===== config.mk =====
export PLATFORM = sky130hd
export DESIGN_NAME = rob_complete_arbiter
export DESIGN_NICKNAME = d
export VERILOG_FILES = /design/src/rtl/rob_complete_arbiter_pkg.sv /design/src/rtl/rob_complete_arbiter_rr_arbiter.sv /design/src/rtl/rob_complete_arbiter.sv
export SDC_FILE = /design/constraint.sdc
export NUM_CORES = 1
export LEC_CHECK = 0
export ABC_CLOCK_PERIOD_IN_PS = 4700
export BUFFER_PORTS_ARGS = -buffer_cell sky130_fd_sc_hd__buf_2
export CAP_MARGIN = 0
export CORE_MARGIN = 10
export CORE_UTILIZATION = 35
export DETAILED_ROUTE_END_ITERATION = 6
export PLACE_DENSITY = 0.61
export SLEW_MARGIN = 15
export SYNTH_ARGS = -nofsm -noshare
export SYNTH_HDL_FRONTEND = slang
export SYNTH_SLANG_ARGS = --single-unit

===== constraint.sdc =====
create_clock -name clock -period 4.7 [get_ports clock]
set_clock_uncertainty 0.15 [all_clocks]
set_input_delay 0.47 -clock clock [delete_from_list [all_inputs] [get_ports clock]]
set_output_delay 0.47 -clock clock [all_outputs]
set_load 0.02 [all_outputs]

===== src/rtl/rob_complete_arbiter_pkg.sv =====
// rtl/rob_complete_arbiter_pkg.sv - shared widths and completion packet types
//
// Purpose: common definitions for the ROB completion arbiter slice.
//   ROB_SZ / ROB_IDX_W : ROB depth and index width
//   XLEN               : datapath width
//   TAG_W              : physical tag width including its valid bit
//   fu_complete_t      : one FU completion {rob_idx, result, rs2_value, take_branch, tag}
//   ic_rob_packet_t    : the same bundle as presented on the ROB complete port
package rob_complete_arbiter_pkg;

  localparam int ROB_SZ    = 32;
  localparam int ROB_IDX_W = $clog2(ROB_SZ);
  localparam int XLEN      = 32;
  localparam int TAG_W     = 6;

  typedef struct packed {
    logic [ROB_IDX_W-1:0] rob_idx;
    logic [XLEN-1:0]      result;
    logic [XLEN-1:0]      rs2_value;
    logic                 take_branch;
    logic [TAG_W-1:0]     tag;
  } fu_complete_t;

  // The output register carries exactly what a slot holds.
  typedef fu_complete_t ic_rob_packet_t;

  // Round-robin pointer advance: the slot after v, wrapping at n.
  function automatic int wrap_inc(input int v, input int n);
    return (v + 1 >= n) ? 0 : v + 1;
  endfunction

endpackage


===== src/rtl/rob_complete_arbiter_rr_arbiter.sv =====
// rtl/rob_complete_arbiter_rr_arbiter.sv - combinational round-robin picker
//
// Purpose: choose the first set request starting at i_ptr and wrapping.
// Ports:
//   i_req        in   N    request vector
//   i_ptr        in   PW   highest-priority position this cycle
//   o_grant      out  N    one-hot grant (zero when no request)
//   o_grant_idx  out  PW   binary index of the granted requester
module rob_complete_arbiter_rr_arbiter #(
  parameter int N  = 4,
  parameter int PW = (N > 1) ? $clog2(N) : 1
) (
  input  logic [N-1:0]  i_req,
  input  logic [PW-1:0] i_ptr,
  output logic [N-1:0]  o_grant,
  output logic [PW-1:0] o_grant_idx
);

  localparam int            W2  = 2 * N;
  localparam logic [W2-1:0] ONE = W2'(1);

  logic [W2-1:0] w_req2;
  logic [W2-1:0] w_keep;
  logic [W2-1:0] w_masked;
  logic          w_found;
  logic [PW:0]   w_hit;

  // Requests are laid out twice. Bits below the pointer are masked in the
  // low copy only, so their twins in the high copy stand in for the wrapped
  // positions; the lowest surviving bit is the next requester at/after ptr.
  assign w_req2   = {i_req, i_req};
  assign w_keep   = ~((ONE << i_ptr) - ONE);
  assign w_masked = w_req2 & w_keep;

  always_comb begin
    w_found = 1'b0;
    w_hit   = '0;
    for (int k = 0; k < W2; k++) begin
      if (!w_found && w_masked[k]) begin
        w_found = 1'b1;
        w_hit   = (PW+1)'(k);
      end
    end
  end

  assign o_grant_idx = (w_hit >= (PW+1)'(N)) ? PW'(w_hit - (PW+1)'(N)) : PW'(w_hit);
  assign o_grant     = w_found ? (N'(1) << o_grant_idx) : '0;

endmodule


===== src/rtl/rob_complete_arbiter.sv =====
// rtl/rob_complete_arbiter.sv - merges FU completions onto the single ROB complete port
//
// Purpose: each FU owns a one-entry holding slot; a round-robin arbiter moves
// one valid slot per cycle into a registered output toward the ROB/CDB.
// Ports:
//   clock, reset             clock and synchronous active-high reset
//   interrupt                synchronous flush, same effect as reset
//   fu_valid / fu_ready      per-FU handshake (transfer when both high)
//   fu_rob_idx, fu_result, fu_rs2_value, fu_take_branch, fu_tag
//                            per-FU completion fields, FU i at [i*W +: W]
//   out_stall                downstream cannot take the current output
//   complete_en, complete_idx, complete_result, complete_rs2_value,
//   complete_take_branch, complete_tag
//                            registered completion presented to the ROB
//   complete_fu              registered one-hot source of the current output
module rob_complete_arbiter
  import rob_complete_arbiter_pkg::*;
#(
  parameter int NUM_FU = 4
) (
  input  logic                        clock,
  input  logic                        reset,
  input  logic                        interrupt,
  input  logic [NUM_FU-1:0]           fu_valid,
  output logic [NUM_FU-1:0]           fu_ready,
  input  logic [NUM_FU*ROB_IDX_W-1:0] fu_rob_idx,
  input  logic [NUM_FU*XLEN-1:0]      fu_result,
  input  logic [NUM_FU*XLEN-1:0]      fu_rs2_value,
  input  logic [NUM_FU-1:0]           fu_take_branch,
  input  logic [NUM_FU*TAG_W-1:0]     fu_tag,
  input  logic                        out_stall,
  output logic                        complete_en,
  output logic [ROB_IDX_W-1:0]        complete_idx,
  output logic [XLEN-1:0]             complete_result,
  output logic [XLEN-1:0]             complete_rs2_value,
  output logic                        complete_take_branch,
  output logic [TAG_W-1:0]            complete_tag,
  output logic [NUM_FU-1:0]           complete_fu
);

  localparam int PW = $clog2(NUM_FU);

  fu_complete_t      w_fu_in [NUM_FU];
  fu_complete_t      r_slot  [NUM_FU];
  logic [NUM_FU-1:0] r_slot_valid;
  logic [PW-1:0]     r_rr_ptr;

  ic_rob_packet_t    r_out;
  logic              r_complete_en;
  logic [NUM_FU-1:0] r_complete_fu;

  logic              w_flush;
  logic              w_out_ld;
  logic [NUM_FU-1:0] w_req;
  logic [NUM_FU-1:0] w_grant;
  logic [PW-1:0]     w_grant_idx;
  logic [NUM_FU-1:0] w_take;

  genvar g;
  generate
    for (g = 0; g < NUM_FU; g++) begin : g_unpack
      assign w_fu_in[g] = '{
        rob_idx:     fu_rob_idx[g*ROB_IDX_W +: ROB_IDX_W],
        result:      fu_result[g*XLEN +: XLEN],
        rs2_value:   fu_rs2_value[g*XLEN +: XLEN],
        take_branch: fu_take_branch[g],
        tag:         fu_tag[g*TAG_W +: TAG_W]
      };
    end
  endgenerate

  assign w_flush = reset | interrupt;

  // The output register may take a new value when it is empty or being
  // consumed; an empty register fills even while downstream stalls.
  assign w_out_ld = !r_complete_en || !out_stall;
  assign w_req    = r_slot_valid & {NUM_FU{w_out_ld}};

  rob_complete_arbiter_rr_arbiter #(
    .N  (NUM_FU),
    .PW (PW)
  ) u_rr_arbiter (
    .i_req       (w_req),
    .i_ptr       (r_rr_ptr),
    .o_grant     (w_grant),
    .o_grant_idx (w_grant_idx)
  );

  // A slot being granted this cycle can be refilled on the same edge, which
  // is what lets a single FU stream one completion per cycle.
  assign fu_ready = w_flush ? '0 : (~r_slot_valid | w_grant);
  assign w_take   = fu_valid & fu_ready;

  always_ff @(posedge clock) begin
    for (int i = 0; i < NUM_FU; i++) begin
      if (w_flush) begin
        r_slot_valid[i] <= 1'b0;
      end else if (w_take[i]) begin
        r_slot_valid[i] <= 1'b1;
        r_slot[i]       <= w_fu_in[i];
      end else if (w_grant[i]) begin
        r_slot_valid[i] <= 1'b0;
      end
    end
  end

  always_ff @(posedge clock) begin
    if (w_flush) begin
      r_out         <= '0;
      r_complete_en <= 1'b0;
      r_complete_fu <= '0;
      r_rr_ptr      <= '0;
    end else if (w_out_ld) begin
      if (|w_grant) begin
        r_out         <= r_slot[w_grant_idx];
        r_complete_en <= 1'b1;
        r_complete_fu <= w_grant;
        r_rr_ptr      <= PW'(wrap_inc(int'(w_grant_idx), NUM_FU));
      end else begin
        // Data fields keep stale contents; complete_en qualifies them.
        r_complete_en <= 1'b0;
        r_complete_fu <= '0;
      end
    end
  end

  assign complete_en          = r_complete_en;
  assign complete_idx         = r_out.rob_idx;
  assign complete_result      = r_out.result;
  assign complete_rs2_value   = r_out.rs2_value;
  assign complete_take_branch = r_out.take_branch;
  assign complete_tag         = r_out.tag;
  assign complete_fu          = r_complete_fu;

endmodule


; After elaboration in Yosys (flattened, before gate mapping)
; Memories as Yosys holds them, arrays and structs flattened. A register that Yosys moved wholly into a read port is not among the register bits.
; Index checks and enable logic that the tools add are counted.
[word_totals]
input_bits = 312
memories = 1
mem_bits_rw = 304
latch_bits = 0
romBits = 0
out_inout_bits = 85
register_bits = 11
[classes]
n_mux = 41
bitwise = 7
shifts = 2
magnitude_cmp = 2
addsub = 3
n_reduce_logical = 23
mul = 0
n_div = 0
eq_ne = 0
[memory_table]
columns = name, words, width, rd, rd_ports_with_merged_regs, write_ports, line_no
row1 = r_slot, 4, 76, 1, 1, 4, rob_complete_arbiter.sv:44  ; fu_complete_t r_slot [NUM_FU];
[op_table]
columns = op, n
row1 = $mux W1, 30
row2 = $mux W3, 4
row3 = $mux W4, 3
row4 = $logic_not A1 Y1, 9
row5 = $and A4 B4 Y4, 2
row6 = $and A8 B8 Y8, 1
row7 = $mux W2, 4
row8 = $not A8 Y8, 1
row9 = $reduce_bool A2 Y1, 4
row10 = $shl A1 B2 Y8 const A, 1
row11 = $sub A8 B1 Y8 const B, 1
row12 = $logic_and A1 B1 Y1, 7
row13 = $ge A3 B3 Y1 const B, 2
row14 = $not A4 Y4, 1
row15 = $or A4 B4 Y4, 1
row16 = $reduce_or A4 Y1, 1
row17 = $shl A1 B2 Y4 const A, 1
row18 = $add A2 B1 Y3 const B, 1
row19 = $reduce_and A2 Y1, 1
row20 = $sub A2 B1 Y2 const B, 1
row21 = $logic_or A1 B1 Y1, 1
row22 = $or A1 B1 Y1, 1

; Logic depth before layout (Yosys ltp)
; Gate-level depths: netlist of run 1.
[logic_depth]
depth_word = 36
mapped_depth = 12
depth_no_buf = 10

; Modules after synthesis
; Synthesis of run 1 repeated with hierarchy kept, for this count alone.
[unflattened]
cells_unflattened = 742
area_unflattened_um2 = 14266.2
[modules_own_cells]
columns = module, seq_area_each_um2, area_per_inst_um2, cells_each, instances
row1 = rob_complete_arbiter, 10870.4, 14091.0, 714, 1
row2 = rob_complete_arbiter_rr_arbiter, 0.0, 175.2, 28, 1

; Worst setup path before layout of run 1
; OpenSTA, ideal clock, no wires.
[synth_path]
kind = flip-flop to flip-flop
from = register r_rr_ptr[0]
to = memory r_slot[2][0] (netlist name), enable pin
setup_slack_ns = -0.041
arrival_time_ns = 4.148
period_less_slack_ns = 4.741
n_path_buf = 2
path_stages_with_launch = 12
required_time_ns = 4.108
setup_ns = 0.442
cell_sequence = dfxtp_1 -> or2_2 -> ha_1 -> nand2_1 -> o2111ai_2 -> buf_6 -> buf_2 -> nand2_1 -> ha_1 -> nand2_1 -> a21oi_1 -> and2_1
[synth_rtl]
columns = element, line_no
row1 = from (decl), rob_complete_arbiter.sv:46  ; logic [PW-1:0] r_rr_ptr;
row2 = from (signal assigned), rob_complete_arbiter.sv:118  ; r_rr_ptr <= PW'(wrap_inc(int'(w_grant_idx), NUM_FU));
row3 = to (decl), rob_complete_arbiter.sv:44

; Worst setup path after layout of run 1
[layout_path]
from = register r_rr_ptr[0]
to = output port fu_ready[0]
[layout_between]
elab_chain_len = 32
[layout_rtl]
columns = element, line_no
row1 = $shl A1 B2 Y8 (*), rob_complete_arbiter_rr_arbiter.sv:32  ; assign w_keep = ~((ONE << i_ptr) - ONE);
row2 = $sub A8 B1 Y8 (*), rob_complete_arbiter_rr_arbiter.sv:32
row3 = $not A8 Y8 (*), rob_complete_arbiter_rr_arbiter.sv:32
row4 = $and A8 B8 Y8 (*), rob_complete_arbiter_rr_arbiter.sv:33  ; assign w_masked = w_req2 & w_keep;
row5 = $mux W1, rob_complete_arbiter_rr_arbiter.sv:39  ; if (!w_found && w_masked[k]) begin
row6 = $logic_not A1 Y1, rob_complete_arbiter_rr_arbiter.sv:39
row7 = $logic_and A1 B1 Y1, rob_complete_arbiter_rr_arbiter.sv:39
row8 = $mux W1, rob_complete_arbiter_rr_arbiter.sv:39
row9 = (+16 left out), n/a
row10 = $logic_and A1 B1 Y1, rob_complete_arbiter_rr_arbiter.sv:39
row11 = $mux W3, rob_complete_arbiter_rr_arbiter.sv:39
row12 = $ge A3 B3 Y1 / $sub A2 B1 Y2 (equally long branches), rob_complete_arbiter_rr_arbiter.sv:46  ; assign o_grant_idx = (w_hit >= (PW+1)'(N)) ? PW'(w_hit - (PW+1)'(N)) : PW'(w_hit);
row13 = $mux W2, rob_complete_arbiter_rr_arbiter.sv:46
row14 = $shl A1 B2 Y4, rob_complete_arbiter_rr_arbiter.sv:47  ; assign o_grant = w_found ? (N'(1) << o_grant_idx) : '0;
row15 = $mux W4 (*), rob_complete_arbiter_rr_arbiter.sv:47
row16 = $or A4 B4 Y4 (*), rob_complete_arbiter.sv:91  ; assign fu_ready = w_flush ? '0 : (~r_slot_valid | w_grant);
row17 = $mux W4 (*), rob_complete_arbiter.sv:91
row18 = to (decl), rob_complete_arbiter.sv:25  ; output logic [NUM_FU-1:0] fu_ready,
; Every way passes the cells marked *; elsewhere a longest branch is shown, timed or not.

==> results_tabular.tex, run 1 <==
\begin{tabular}{lr}
\hline
Metric & Value \\
\hline
\multicolumn{2}{l}{\textbf{Setup path}} \\
\quad Worst-path cell chain & or2\_2 -> ha\_1 -> nand2\_1 -> o21ai\_1 -> o211a\_4 -> clkinv\_2 -> buf\_4 -> ha\_1 -> nand2\_1 -> a21oi\_1 -> buf\_2 \\
\quad Largest delay share family, worst path & buffers and inverters \\
\quad Arrival time at the worst endpoint & approximately 3700 ps \\
\quad Launching element type of the critical path & flip-flop \\
\quad Path length in cells of the critical path & 11 \\
\quad Buf/Inv on CP & 3 \\
\quad Maximum single-stage delay on the critical path & approximately 730 ps \\
\quad Required time of the critical path & 4080 ps \\
\quad Element type at the critical path end & primary output \\
\quad Maximum net fanout on the critical path & slightly below 80 \\
\quad Critical setup path kind & reg -> out \\
\quad Depth of the worst register-to-register path & 12 \\
\quad Critical Path Slowest Stage Cell & sky130\_fd\_sc\_hd\_\_buf\_4 \\
\multicolumn{2}{l}{\textbf{GRT}} \\
\quad Total Routing Usage GR & 19.1\% \\
\quad Wire length of the first global-routing pass & a little under 80,000 um \\
\quad Aggregate global routing overflow & 0 \\
\quad Pin count of the biggest net entering global routing & between 300 and 400 \\
\quad Number of antenna violations at the first check in global routing & 9 \\
\quad Via count of the first global-routing pass & between 10,000 and 15,000 \\
\multicolumn{2}{l}{\textbf{Clock network}} \\
\quad Sink Count & between 300 and 400 \\
\quad H-tree depth reported by CTS & 2 \\
\quad Buffer levels on the longest clock path & 3 \\
\quad Source-to-sink clock delay at the later pin of the worst-skew pair & roughly 560 ps \\
\quad Num CTS Buffers & 44 \\
\quad Clock transition time at the flip-flop clock pins of the worst setup and hold paths & roughly 60 ps \\
\quad Post-cts sizing count & 0 \\
\quad CTS tree & yes \\
\quad Root buffer selected by CTS & sky130\_fd\_sc\_hd\_\_clkbuf\_16 \\
\multicolumn{2}{l}{\textbf{Die}} \\
\quad Die W & approximately 230 um \\
\quad Area enclosed by the die boundary & $\sim$0.053 sq mm \\
\quad Core Box Area & about 0.044 sq mm \\
\quad Cell row count & 77 \\
\quad Die height & around 230 um \\
\quad Top-level port count & 397 \\
\quad Initial core utilization & between 30\% and 40\% \\
\multicolumn{2}{l}{\textbf{Finish}} \\
\quad Leading cell types in the layout, fill and taps excluded & sky130\_fd\_sc\_hd\_\_buf\_2 (396), sky130\_fd\_sc\_hd\_\_dlygate4sd3\_1 (308), sky130\_fd\_sc\_hd\_\_edfxtp\_1 (304) \\
\quad Nets & about 2,100 \\
\quad Area overhead of the layout relative to synthesis & 44.0\% \\
\quad Final core utilization & roughly half \\
\quad Proportion of layout cells with a drive suffix above 1 & 26.3\% \\
\quad Leading cell type in the layout, fill and taps excluded & sky130\_fd\_sc\_hd\_\_buf\_2 \\
\multicolumn{2}{l}{\textbf{Routing}} \\
\quad Routed via count & about 13,000 \\
\quad Final Routed Wirelength & $\sim$53,000 um \\
\quad Number of DRC violations after detailed routing & 0 \\
\quad Via-per-instance ratio & just over 5 \\
\quad Drt first pass iters & 7 \\
\quad Post-DRT Antenna Nets & 0 \\
\quad Per-cell routed wire length & about 21 um \\
\quad DRC marker count from the first detailed-route iteration & 1,015 \\
\multicolumn{2}{l}{\textbf{Timing}} \\
\quad Post-layout worst setup margin & between 400 and 500 ps \\
\quad Tcrit/Tclk final & around nine tenths \\
\quad Final hold viol count & 0 \\
\quad Transition time at the pin with the least slew margin & $\sim$1600 ps \\
\quad Sum of negative setup slack & 0 ps \\
\quad Clock period minus final worst setup slack & about 4300 ps \\
\quad Max frequency & 234 MHz \\
\quad Worst slew margin relative to its limit & -3.76\% \\
\quad Number of pins exceeding their max-slew limit in the final report & 62 \\
\quad Setup-violating endpoint count in the final report & 0 \\
\quad Unrepaired setup endpoints after global routing & no \\
\multicolumn{2}{l}{\textbf{Placed design}} \\
\quad HPWL after DPL & about 30,000 um \\
\quad Worst slack, placed & 657 ps \\
\quad Count of input and output buffers & between 300 and 400 \\
\quad Routability congestion estimate & $\sim$0.8 \\
\multicolumn{2}{l}{\textbf{Outcome}} \\
\quad Violations in the final reports & max-slew violations \\
\quad Result of the run & complete, but fails checks \\
\multicolumn{2}{l}{\textbf{Pwr}} \\
\quad Highest ir drop seen on vdd & roughly 300 uV \\
\quad Total power of the final layout & 8260 uW \\
\quad Areal power density over the cells & roughly 370 mW/mm\^{}2 \\
\quad Lkg Pwr & around 0.0086 uW \\
\multicolumn{2}{l}{\textbf{Yosys}} \\
\quad Synthesized net count & roughly 1,500 \\
\quad Synth Area per Inst & 13.3 sq um \\
\quad Number of distinct library cells after synthesis & 32 \\
\quad Post-synthesis cell count & about 1,200 \\
\quad Yosys reg bits & about 390 \\
\quad Synth Warn \# & 0 \\
\quad Sequential fraction of the synthesis area & between 60\% and 70\% \\
\quad Syn Std Cell Area & 0.0156 sq mm \\
\multicolumn{2}{l}{\textbf{Flow run}} \\
\quad Max Cap Viol & 0 \\
\multicolumn{2}{l}{\textbf{Hold path}} \\
\quad Type of the most critical hold path & in -> reg \\
\quad Worst hold path stage count & 3 \\
\hline
\end{tabular}
## kinds of logic (layout without fill, tap and decap cells)
family                   Yosys count  after routing  synth area share (%)
buffers and inverters            114            801                  3.47
AO/OA/AOI/OAI                    402            402                  17.4
other                              0              9                     0
flip-flops                       391            391                  69.7
AND/OR/NAND/NOR                  261            261                  9.00
adder cells (fa/ha/maj)            5              5                 0.401
## stage by stage
step / std cells / hold WS, ps / cell area [sq um]
final: 2461 / 255 / 22500
after global routing: 2460 / 282 / 22500
after CTS: 2452 / 216 / 22400
after detailed placement: 2063 / 302 / 18000
after global placement: 2063 / 307 / 18000
after floorplan: 1173 / 335 / 15600
## state kept, by name, summed over array words and instances (netlist names)
| name | count |
|---|---|
| complete_take_branch | 1 |
| complete_rs2_value | 32 |
| complete_result | 32 |
| complete_tag | 6 |
| complete_fu | 4 |
| r_slot | 304 |
| r_slot_valid | 4 |
| complete_idx | 5 |
| r_rr_ptr | 2 |
| complete_en | 1 |
## Yosys cell counts (all sizes together)
master,instances,area [sq um]
ha,5,62.6
or3b,1,8.76
nor2,6,22.5
o22ai,1,12.5
nand4,1,12.5
o211ai,76,571
edfxtp,304,9130
nor3,2,10.0
and3b,1,8.76
a21oi,14,70.1
a31oi,76,475
a21bo,1,10.0
dfxtp,87,1740
a211oi,1,7.51
o21ai,77,385
a21boi,153,1150
clkbuf,69,259
or2,2,12.5
o2111ai,1,15.0
buf,41,267
o22a,1,8.76
o211a,1,10.0
and3,152,951
inv,4,15.0
nand2,89,334
nand2b,2,12.5
and2,5,31.3
## per-layer routing
layer,global-route usage [%],part of all wire (%)
met1,22.3,39
met2,32.5,51
met3,3.79,6.1
met4,10.2,4.5
met5,0,0.025
## final cells by class
class	instances	area, sq um
diodes	9	22.5
clock buffers	57	1180
clock inverters	24	174
fillers	3726	21700
inverters	4	16.3
multi-input cells	668	4240
flip-flops and latches	391	10900
well taps	592	741
repair buffers	716	5220
## final timing paths
path / from / endpoint / slack, ps
max: r_rr_ptr[0]$_SDFFE_PN0P_ / fu_ready[0] / 430
min: out_stall / complete_en$_SDFFE_PN0N_ / 260
max reg2reg: r_rr_ptr[0]$_SDFFE_PN0P_ / r_slot[0][17]$_DFFE_PP_ / 650
min reg2reg: complete_fu[2]$_SDFFE_PN0N_ / complete_fu[2]$_SDFFE_PN0N_ / 310
## timing repair
action	CTS	global route
setup endpoints to repair	0	0
hold buffers	308	0
buffers inserted	0	0
hold endpoints to repair	308	0
## worst reg2reg max path, stage by stage (launching register included)
cell and delay (ps):
sky130_fd_sc_hd__dfxtp_1 350, sky130_fd_sc_hd__or2_2 310, sky130_fd_sc_hd__ha_1 280, sky130_fd_sc_hd__nand2_1 140
sky130_fd_sc_hd__o21ai_1 110, sky130_fd_sc_hd__o211a_4 280, sky130_fd_sc_hd__clkinv_2 60, sky130_fd_sc_hd__buf_4 730
sky130_fd_sc_hd__ha_1 290, sky130_fd_sc_hd__nand2_1 80, sky130_fd_sc_hd__a21oi_1 250, sky130_fd_sc_hd__and2_4 190
sky130_fd_sc_hd__buf_12 290
## report_power, final
part / leakage, uW / internal, uW / switching [uW] / total [uW]
Clock: 0.000659 / 1840 / 1420 / 3260
Combinational: 0.00450 / 475 / 610 / 1080
Sequential: 0.00349 / 3860 / 49.4 / 3910
Total: 0.00865 / 6180 / 2080 / 8260
Note: power is estimated with default switching activity, not from simulation.
==> inputs of run 2 (changes only) <==
CTS_BUF_LIST = sky130_fd_sc_hd__clkbuf_8   (was unset)
==> run 2 against run 1 <==
Net effect: the flow still finishes with violations (max-slew violations); fmax down 2.2%; non-clock buffer count unchanged; sequential power barely moved; critical path depth stayed put; final area up 0.19%; via count grew 0.48%; largest cell class unchanged; setup slack worse by 96 ps; sequential cell count unchanged; total power is 1.0% lower; combinational power hardly changed; register-to-register slack lost 20 ps; critical endpoint unchanged.
==> results_tabular.tex, run 2 (synthesis results as in run 1) <==
\begin{tabular}{lr}
\hline
Metric & Value \\
\hline
\multicolumn{2}{l}{\textbf{Outcome}} \\
\quad Violations in the final reports & max-slew violations \\
\quad Result of the run & complete, but fails checks \\
\multicolumn{2}{l}{\textbf{Setup path}} \\
\quad Worst R2R Setup Slack & 630 ps (-20 ps) \\
\quad Arrival time at the worst endpoint & 3740 ps (+90 ps) \\
\quad Required time of the critical path & 4080 ps (about the same) \\
\quad Depth of the worst register-to-register path & 12 (unchanged) \\
\quad Critical setup path kind & reg -> out \\
\quad Maximum net fanout on the critical path & 77 (unchanged) \\
\quad Launching element type of the critical path & flip-flop \\
\quad Element type at the critical path end & primary output \\
\multicolumn{2}{l}{\textbf{Finish}} \\
\quad Leading cell types in the layout, fill and taps excluded & sky130\_fd\_sc\_hd\_\_buf\_2 (396), sky130\_fd\_sc\_hd\_\_dlygate4sd3\_1 (308), sky130\_fd\_sc\_hd\_\_edfxtp\_1 (304) \\
\quad Leading cell type in the layout, fill and taps excluded & sky130\_fd\_sc\_hd\_\_buf\_2 \\
\quad Number of flip-flops in the largest register & 304 (unchanged) \\
\quad Proportion of layout cells with a drive suffix above 1 & 27.1\% (+0.82 points) \\
\quad Number of cells in the finished layout apart from fillers & 2,508 (+1.9\%) \\
\quad Largest register by flop count & r\_slot \\
\quad Area overhead of the layout relative to synthesis & 44.3\% \\
\quad Cell area after layout & 0.0225 sq mm (+0.19\%) \\
\quad Nets & 2,168 (+1.2\%) \\
\multicolumn{2}{l}{\textbf{Placed design}} \\
\quad Worst slack, placed & 657 ps (unchanged) \\
\quad HPWL after DPL & 30,400 um (unchanged) \\
\quad Count of input and output buffers & 396 (unchanged) \\
\quad Post-Place Cell Area & 0.0180 sq mm (unchanged) \\
\quad Instance count after placement with tap cells included & 2,063 (unchanged) \\
\quad Routability congestion estimate & 0.799 (unchanged) \\
\multicolumn{2}{l}{\textbf{Clock network}} \\
\quad Num CTS Buffers & 70 (+59\%) \\
\quad CTS tree & yes \\
\quad Clock transition time at the flip-flop clock pins of the worst setup and hold paths & 60 ps (about the same) \\
\quad Buffer levels on the longest clock path & 3 (unchanged) \\
\quad Source-to-sink clock delay at the later pin of the worst-skew pair & 640 ps (+80 ps) \\
\quad H-tree depth reported by CTS & 3 (+1) \\
\quad Sink Count & 391 (unchanged) \\
\quad \# Post-CTS Setup Buffers & 0 (unchanged) \\
\quad Root buffer selected by CTS & sky130\_fd\_sc\_hd\_\_clkbuf\_8 \\
\multicolumn{2}{l}{\textbf{Timing}} \\
\quad Sum of negative setup slack & 0 ps (unchanged) \\
\quad Setup-violating endpoint count in the final report & 0 (unchanged) \\
\quad Final hold viol count & 0 (unchanged) \\
\quad Tcrit/Tclk final & 92.9\% (+2.0 points) \\
\quad Worst slew margin relative to its limit & -2.68\% (+1.1 points) \\
\quad Number of pins exceeding their max-slew limit in the final report & 61 (-1.6\%) \\
\quad Transition time at the pin with the least slew margin & 1540 ps (-16.1 ps) \\
\quad Clock period minus final worst setup slack & 4360 ps (+95.8 ps) \\
\quad Max frequency & 229 MHz (-2.2\%) \\
\quad Final Hold Slack & 193 ps (-62.6 ps) \\
\quad Post-layout worst setup margin & 335 ps (-95.8 ps) \\
\quad Unrepaired setup endpoints after global routing & no \\
\multicolumn{2}{l}{\textbf{GRT}} \\
\quad Via count of the first global-routing pass & 13,400 (+1.4\%) \\
\quad Aggregate global routing overflow & 0 (unchanged) \\
\quad Number of antenna violations at the first check in global routing & 9 (unchanged) \\
\quad Pin count of the biggest net entering global routing & 305 (unchanged) \\
\quad Wire length of the first global-routing pass & 79,600 um (+0.38\%) \\
\quad Total Routing Usage GR & 19.2\% (+0.18 points) \\
\multicolumn{2}{l}{\textbf{Die}} \\
\quad Die height & 231 um (unchanged) \\
\quad Top-level port count & 397 (unchanged) \\
\quad Cell row count & 77 (unchanged) \\
\quad Area enclosed by the die boundary & 0.0534 sq mm (unchanged) \\
\quad Die W & 231 um (unchanged) \\
\quad Initial core utilization & 35.3\% (unchanged) \\
\quad Core Box Area & 0.0441 sq mm (unchanged) \\
\multicolumn{2}{l}{\textbf{Flow run}} \\
\quad Max Cap Viol & 0 (unchanged) \\
\multicolumn{2}{l}{\textbf{Pwr}} \\
\quad Highest ir drop seen on vdd & 253 uV (-13\%) \\
\quad Lkg Pwr & 0.00880 uW (+1.8\%) \\
\quad Areal power density over the cells & 363 mW/mm\^{}2 (-1.2\%) \\
\multicolumn{2}{l}{\textbf{Routing}} \\
\quad Post-DRT Antenna Nets & 0 (unchanged) \\
\quad Number of DRC violations after detailed routing & 0 (unchanged) \\
\quad Routed via count & 12,700 (+0.48\%) \\
\quad Per-cell routed wire length & 21.2 um (-1.4\%) \\
\quad DRC marker count from the first detailed-route iteration & 1,079 (+6.3\%) \\
\quad Final Routed Wirelength & 53,100 um (+0.48\%) \\
\quad Via-per-instance ratio & 5.07 (-1.4\%) \\
\quad Drt first pass iters & 5 (-2) \\
\multicolumn{2}{l}{\textbf{Hold path}} \\
\quad Type of the most critical hold path & in -> reg \\
\quad Worst hold path stage count & 3 (unchanged) \\
\hline
\end{tabular}
## run 2: worst paths after layout
| path | startpoint | end |
|---|---|---|
| worst max-delay path | r_rr_ptr[0]$_SDFFE_PN0P_ | fu_ready[0] |
| worst min-delay path | out_stall | complete_en$_SDFFE_PN0N_ |
| worst max register to register | r_rr_ptr[0]$_SDFFE_PN0P_ | r_slot[0][46]$_DFFE_PP_ |
| worst min register to register | complete_fu[2]$_SDFFE_PN0N_ | complete_fu[2]$_SDFFE_PN0N_ |
## run 2: repair_timing
| item | in CTS | in global routing |
|---|---|---|
| gates resized for setup | 0 | 0 |
| hold buffers | 308 | 0 |
| endpoints found under the hold margin | 308 | 0 |
## run 2: final cells by class
class	instances	area (sq um)
antenna	9	22.5
clock buffer	81	1110
clock inverter	47	284
fill	3737	21600
inverter	4	16.3
multi-input combinational	668	4240
sequential	391	10900
tap	592	741
timing repair buffer	716	5220
## run 2: worst max-delay path, cell delays in order, from the launching register on
cell and delay (ps):
sky130_fd_sc_hd__dfxtp_1 360, sky130_fd_sc_hd__or2_2 310, sky130_fd_sc_hd__ha_1 280, sky130_fd_sc_hd__nand2_1 140, sky130_fd_sc_hd__o21ai_1 110, sky130_fd_sc_hd__o211a_4 280, sky130_fd_sc_hd__clkinv_2 60, sky130_fd_sc_hd__buf_4 740
sky130_fd_sc_hd__ha_1 280, sky130_fd_sc_hd__nand2_1 80, sky130_fd_sc_hd__a21oi_1 250, sky130_fd_sc_hd__buf_2 220
## run 2: per-stage QoR
step,total power (uW),utilization (%)
CTS,8250,51.0
floorplan,4490,-
global placement,4850,40.8
finish,8180,51.0
detailed placement,4860,40.8
global route,8510,51.0
## run 2: where the power goes
part	internal [uW]	switching (uW)	total, uW	leakage (uW)
registers	3860	48.9	3910	0.00349
clock network	1740	1430	3180	0.000811
logic	475	611	1090	0.00450
total	6080	2090	8180	0.00880
## run 2: routing by layer
metal | routed length [um] | GRT usage, %
met5 | 13 | 0
met4 | 2300 | 9.91
met3 | 3190 | 4.89
met2 | 26700 | 32.8
met1 | 20900 | 22.0
==> inputs of run 3 (changes only) <==
CORE_UTILIZATION = 50   (was 35)
PLACE_DENSITY = 0.81   (was 0.61)
==> run 3 against run 2 <==
Net effect: the run now ends clean; total power increased by 1.4%; sequential power about the same; core utilization rose by 22 points; combinational power about the same; first-iteration DRC count increased by 52%; routed wire length rose by 10%; critical path type is now reg -> reg; highest routed layer is now met4.
==> results_tabular.tex, run 3 (synthesis results as in run 1) <==
\begin{tabular}{lr}
\hline
Metric & Value \\
\hline
\multicolumn{2}{l}{\textbf{Routing}} \\
\quad DRC marker count from the first detailed-route iteration & 1,643 (+52\%) \\
\quad Drt first pass iters & 5 (unchanged) \\
\quad Routed via count & 13,700 (+7.4\%) \\
\quad Via-per-instance ratio & 5.91 (+17\%) \\
\quad Post-DRT Antenna Nets & 0 (unchanged) \\
\quad Final Routed Wirelength & 58,400 um (+10\%) \\
\quad Number of DRC violations after detailed routing & 0 (unchanged) \\
\quad Per-cell routed wire length & 25.3 um (+19\%) \\
\multicolumn{2}{l}{\textbf{Finish}} \\
\quad Nets & 2,166 (-0.092\%) \\
\quad Number of flip-flops in the largest register & 304 (unchanged) \\
\quad Area overhead of the layout relative to synthesis & 42.9\% \\
\quad Leading cell type in the layout, fill and taps excluded & sky130\_fd\_sc\_hd\_\_buf\_2 \\
\quad Leading cell types in the layout, fill and taps excluded & sky130\_fd\_sc\_hd\_\_buf\_2 (396), sky130\_fd\_sc\_hd\_\_dlygate4sd3\_1 (308), sky130\_fd\_sc\_hd\_\_edfxtp\_1 (304) \\
\quad Proportion of layout cells with a drive suffix above 1 & 27.6\% (+0.53 points) \\
\quad Largest register by flop count & r\_slot \\
\multicolumn{2}{l}{\textbf{GRT}} \\
\quad Number of antenna violations at the first check in global routing & 11 (+2) \\
\quad Pin count of the biggest net entering global routing & 305 (unchanged) \\
\quad Wire length of the first global-routing pass & 86,600 um (+8.8\%) \\
\quad Total Routing Usage GR & 29.0\% (+9.7 points) \\
\quad Aggregate global routing overflow & 0 (unchanged) \\
\quad Via count of the first global-routing pass & 14,300 (+6.7\%) \\
\multicolumn{2}{l}{\textbf{Timing}} \\
\quad Tcrit/Tclk final & 82.4\% (-11 points) \\
\quad Final Hold Slack & 284 ps (+91.3 ps) \\
\quad Number of pins exceeding their max-slew limit in the final report & 0 (-100\%) \\
\quad Final hold viol count & 0 (unchanged) \\
\quad Sum of negative setup slack & 0 ps (unchanged) \\
\quad Max frequency & 258 MHz (+13\%) \\
\quad Worst slew margin relative to its limit & 13.3\% (+16 points) \\
\quad Unrepaired setup endpoints after global routing & no \\
\quad Transition time at the pin with the least slew margin & 1300 ps (-240 ps) \\
\quad Clock period minus final worst setup slack & 3870 ps (-494 ps) \\
\quad Setup-violating endpoint count in the final report & 0 (unchanged) \\
\multicolumn{2}{l}{\textbf{Clock network}} \\
\quad Root buffer selected by CTS & sky130\_fd\_sc\_hd\_\_clkbuf\_8 \\
\quad Clock transition time at the flip-flop clock pins of the worst setup and hold paths & 60 ps (about the same) \\
\quad CTS tree & yes \\
\quad \# Post-CTS Setup Buffers & 0 (unchanged) \\
\quad Source-to-sink clock delay at the later pin of the worst-skew pair & 580 ps (-60 ps) \\
\quad Buffer levels on the longest clock path & 3 (unchanged) \\
\quad Sink Count & 391 (unchanged) \\
\quad Num CTS Buffers & 66 (-5.7\%) \\
\quad H-tree depth reported by CTS & 3 (unchanged) \\
\multicolumn{2}{l}{\textbf{Die}} \\
\quad Top-level port count & 397 (unchanged) \\
\quad Die W & 197 um (-15\%) \\
\quad Die height & 197 um (-15\%) \\
\quad Initial core utilization & 50.8\% (+16 points) \\
\quad Core Box Area & 0.0307 sq mm (-30\%) \\
\quad Area enclosed by the die boundary & 0.0387 sq mm (-28\%) \\
\quad Cell row count & 64 (-17\%) \\
\multicolumn{2}{l}{\textbf{Placed design}} \\
\quad Routability congestion estimate & 0.863 (+8.0\%) \\
\quad Count of input and output buffers & 396 (unchanged) \\
\quad HPWL after DPL & 30,200 um (-0.66\%) \\
\multicolumn{2}{l}{\textbf{Outcome}} \\
\quad Result of the run & finished clean \\
\multicolumn{2}{l}{\textbf{Setup path}} \\
\quad Element type at the critical path end & flip-flop \\
\quad Critical setup path kind & reg -> reg \\
\quad Maximum net fanout on the critical path & 46 (-40\%) \\
\quad Required time of the critical path & 4800 ps (+720 ps) \\
\quad Maximum single-stage delay on the critical path & 660 ps (-80 ps) \\
\quad Launching element type of the critical path & flip-flop \\
\quad Arrival time at the worst endpoint & 3970 ps (+230 ps) \\
\quad Buf/Inv on CP & 1 (-2) \\
\quad Largest delay share family, worst path & compound AO/OA/AOI/OAI gates \\
\quad Worst-path cell chain & nand2b\_1 -> ha\_1 -> nand2b\_1 -> a211oi\_1 -> o211a\_4 -> ha\_1 -> nand2\_1 -> a21oi\_1 -> and2\_4 -> buf\_4 \\
\quad Critical Path Slowest Stage Cell & sky130\_fd\_sc\_hd\_\_and2\_4 \\
\multicolumn{2}{l}{\textbf{Pwr}} \\
\quad Net switching component of the power & 2200 uW (+5.1\%) \\
\quad Areal power density over the cells & 372 mW/mm\^{}2 (+2.4\%) \\
\quad Highest ir drop seen on vdd & 313 uV (+24\%) \\
\quad Portion of total power attributed to combinational logic & 13.5\% (+0.2 points) \\
\quad Internal power & 6090 uW (+0.15\%) \\
\quad Clk pwr share & 39.2\% (+0.4 points) \\
\quad Sequential group share of total power & 47.3\% (-0.6 points) \\
\quad Lkg Pwr & 0.00877 uW (-0.37\%) \\
\quad Switching Fraction & 26.5\% (+0.92 points) \\
\multicolumn{2}{l}{\textbf{Hold path}} \\
\quad Type of the most critical hold path & in -> reg \\
\multicolumn{2}{l}{\textbf{Flow run}} \\
\quad Max Cap Viol & 0 (unchanged) \\
\hline
\end{tabular}
## run 3: changes by cell type in the layout (fill, tap and decap cells not counted), sizes merged
cell,before,now
clkinv,13,17
clkbuf,81,85
diode,9,11
bufinv,3,2
inv,32,19
buf,408,410
## run 3: worst paths after layout
check                                   start                           to  slack (ps)  depth (start not counted)
setup / recovery     r_rr_ptr[1]$_SDFFE_PN0P_      r_slot[1][44]$_DFFE_PP_         830                         10
hold / removal                      out_stall     complete_en$_SDFFE_PN0N_         280                          3
setup reg to reg     r_rr_ptr[1]$_SDFFE_PN0P_      r_slot[1][44]$_DFFE_PP_         830                         10
hold reg to reg   complete_fu[3]$_SDFFE_PN0N_  complete_fu[3]$_SDFFE_PN0N_         330                          2
## run 3: power groups by stage
stage               registers (uW)  clock network, uW  logic, uW
floorplan                     4020                  0        466
global placement              3980                  0        838
detailed placement            3980                  0        861
CTS                           3910               3180       1070
global route                  3930               3420       1190
finish                        3920               3250       1120
## run 3: repair_timing
item	in CTS	in global routing
hold endpoints to repair	308	0
hold buffers	308	0
resized for setup	0	0
## run 3: cell type report
type	instances	area (sq um)
clock inverter	37	229
clock buffer	85	1170
inverter	4	16.3
antenna	11	27.5
timing repair buffer	718	5230
tap	396	495
sequential	391	10900
multi-input combinational	668	4240
fill	1826	8390
## run 3: per-stage QoR
stage	setup WS (ps)	instance area [sq um]	util [%]	std cells	total power [uW]
after CTS	867	22300	72.6	2299	8160
after floorplan	771	15600	-	1173	4490
after detailed placement	882	17800	57.9	1869	4840
after global placement	1060	17800	57.9	1869	4820
final	829	22300	72.7	2310	8290
after global routing	605	22300	72.7	2310	8530
## run 3: metal layers
layer	global-route usage [%]	vias up	wire length [um]
li1	-	5880	-
met1	32.4	6463	19700
met2	48.6	1074	29300
met3	7.16	241	5710
met4	18.8	0	3660
met5	0	-	0
## run 3: worst register-to-register path, cell delays in order (launching register included)
cell and delay, ps:
sky130_fd_sc_hd__dfxtp_1 420, sky130_fd_sc_hd__nand2b_1 140, sky130_fd_sc_hd__ha_1 150, sky130_fd_sc_hd__nand2b_1 130
sky130_fd_sc_hd__a211oi_1 420, sky130_fd_sc_hd__o211a_4 530, sky130_fd_sc_hd__ha_1 240, sky130_fd_sc_hd__nand2_1 80
sky130_fd_sc_hd__a21oi_1 200, sky130_fd_sc_hd__and2_4 660, sky130_fd_sc_hd__buf_4 420
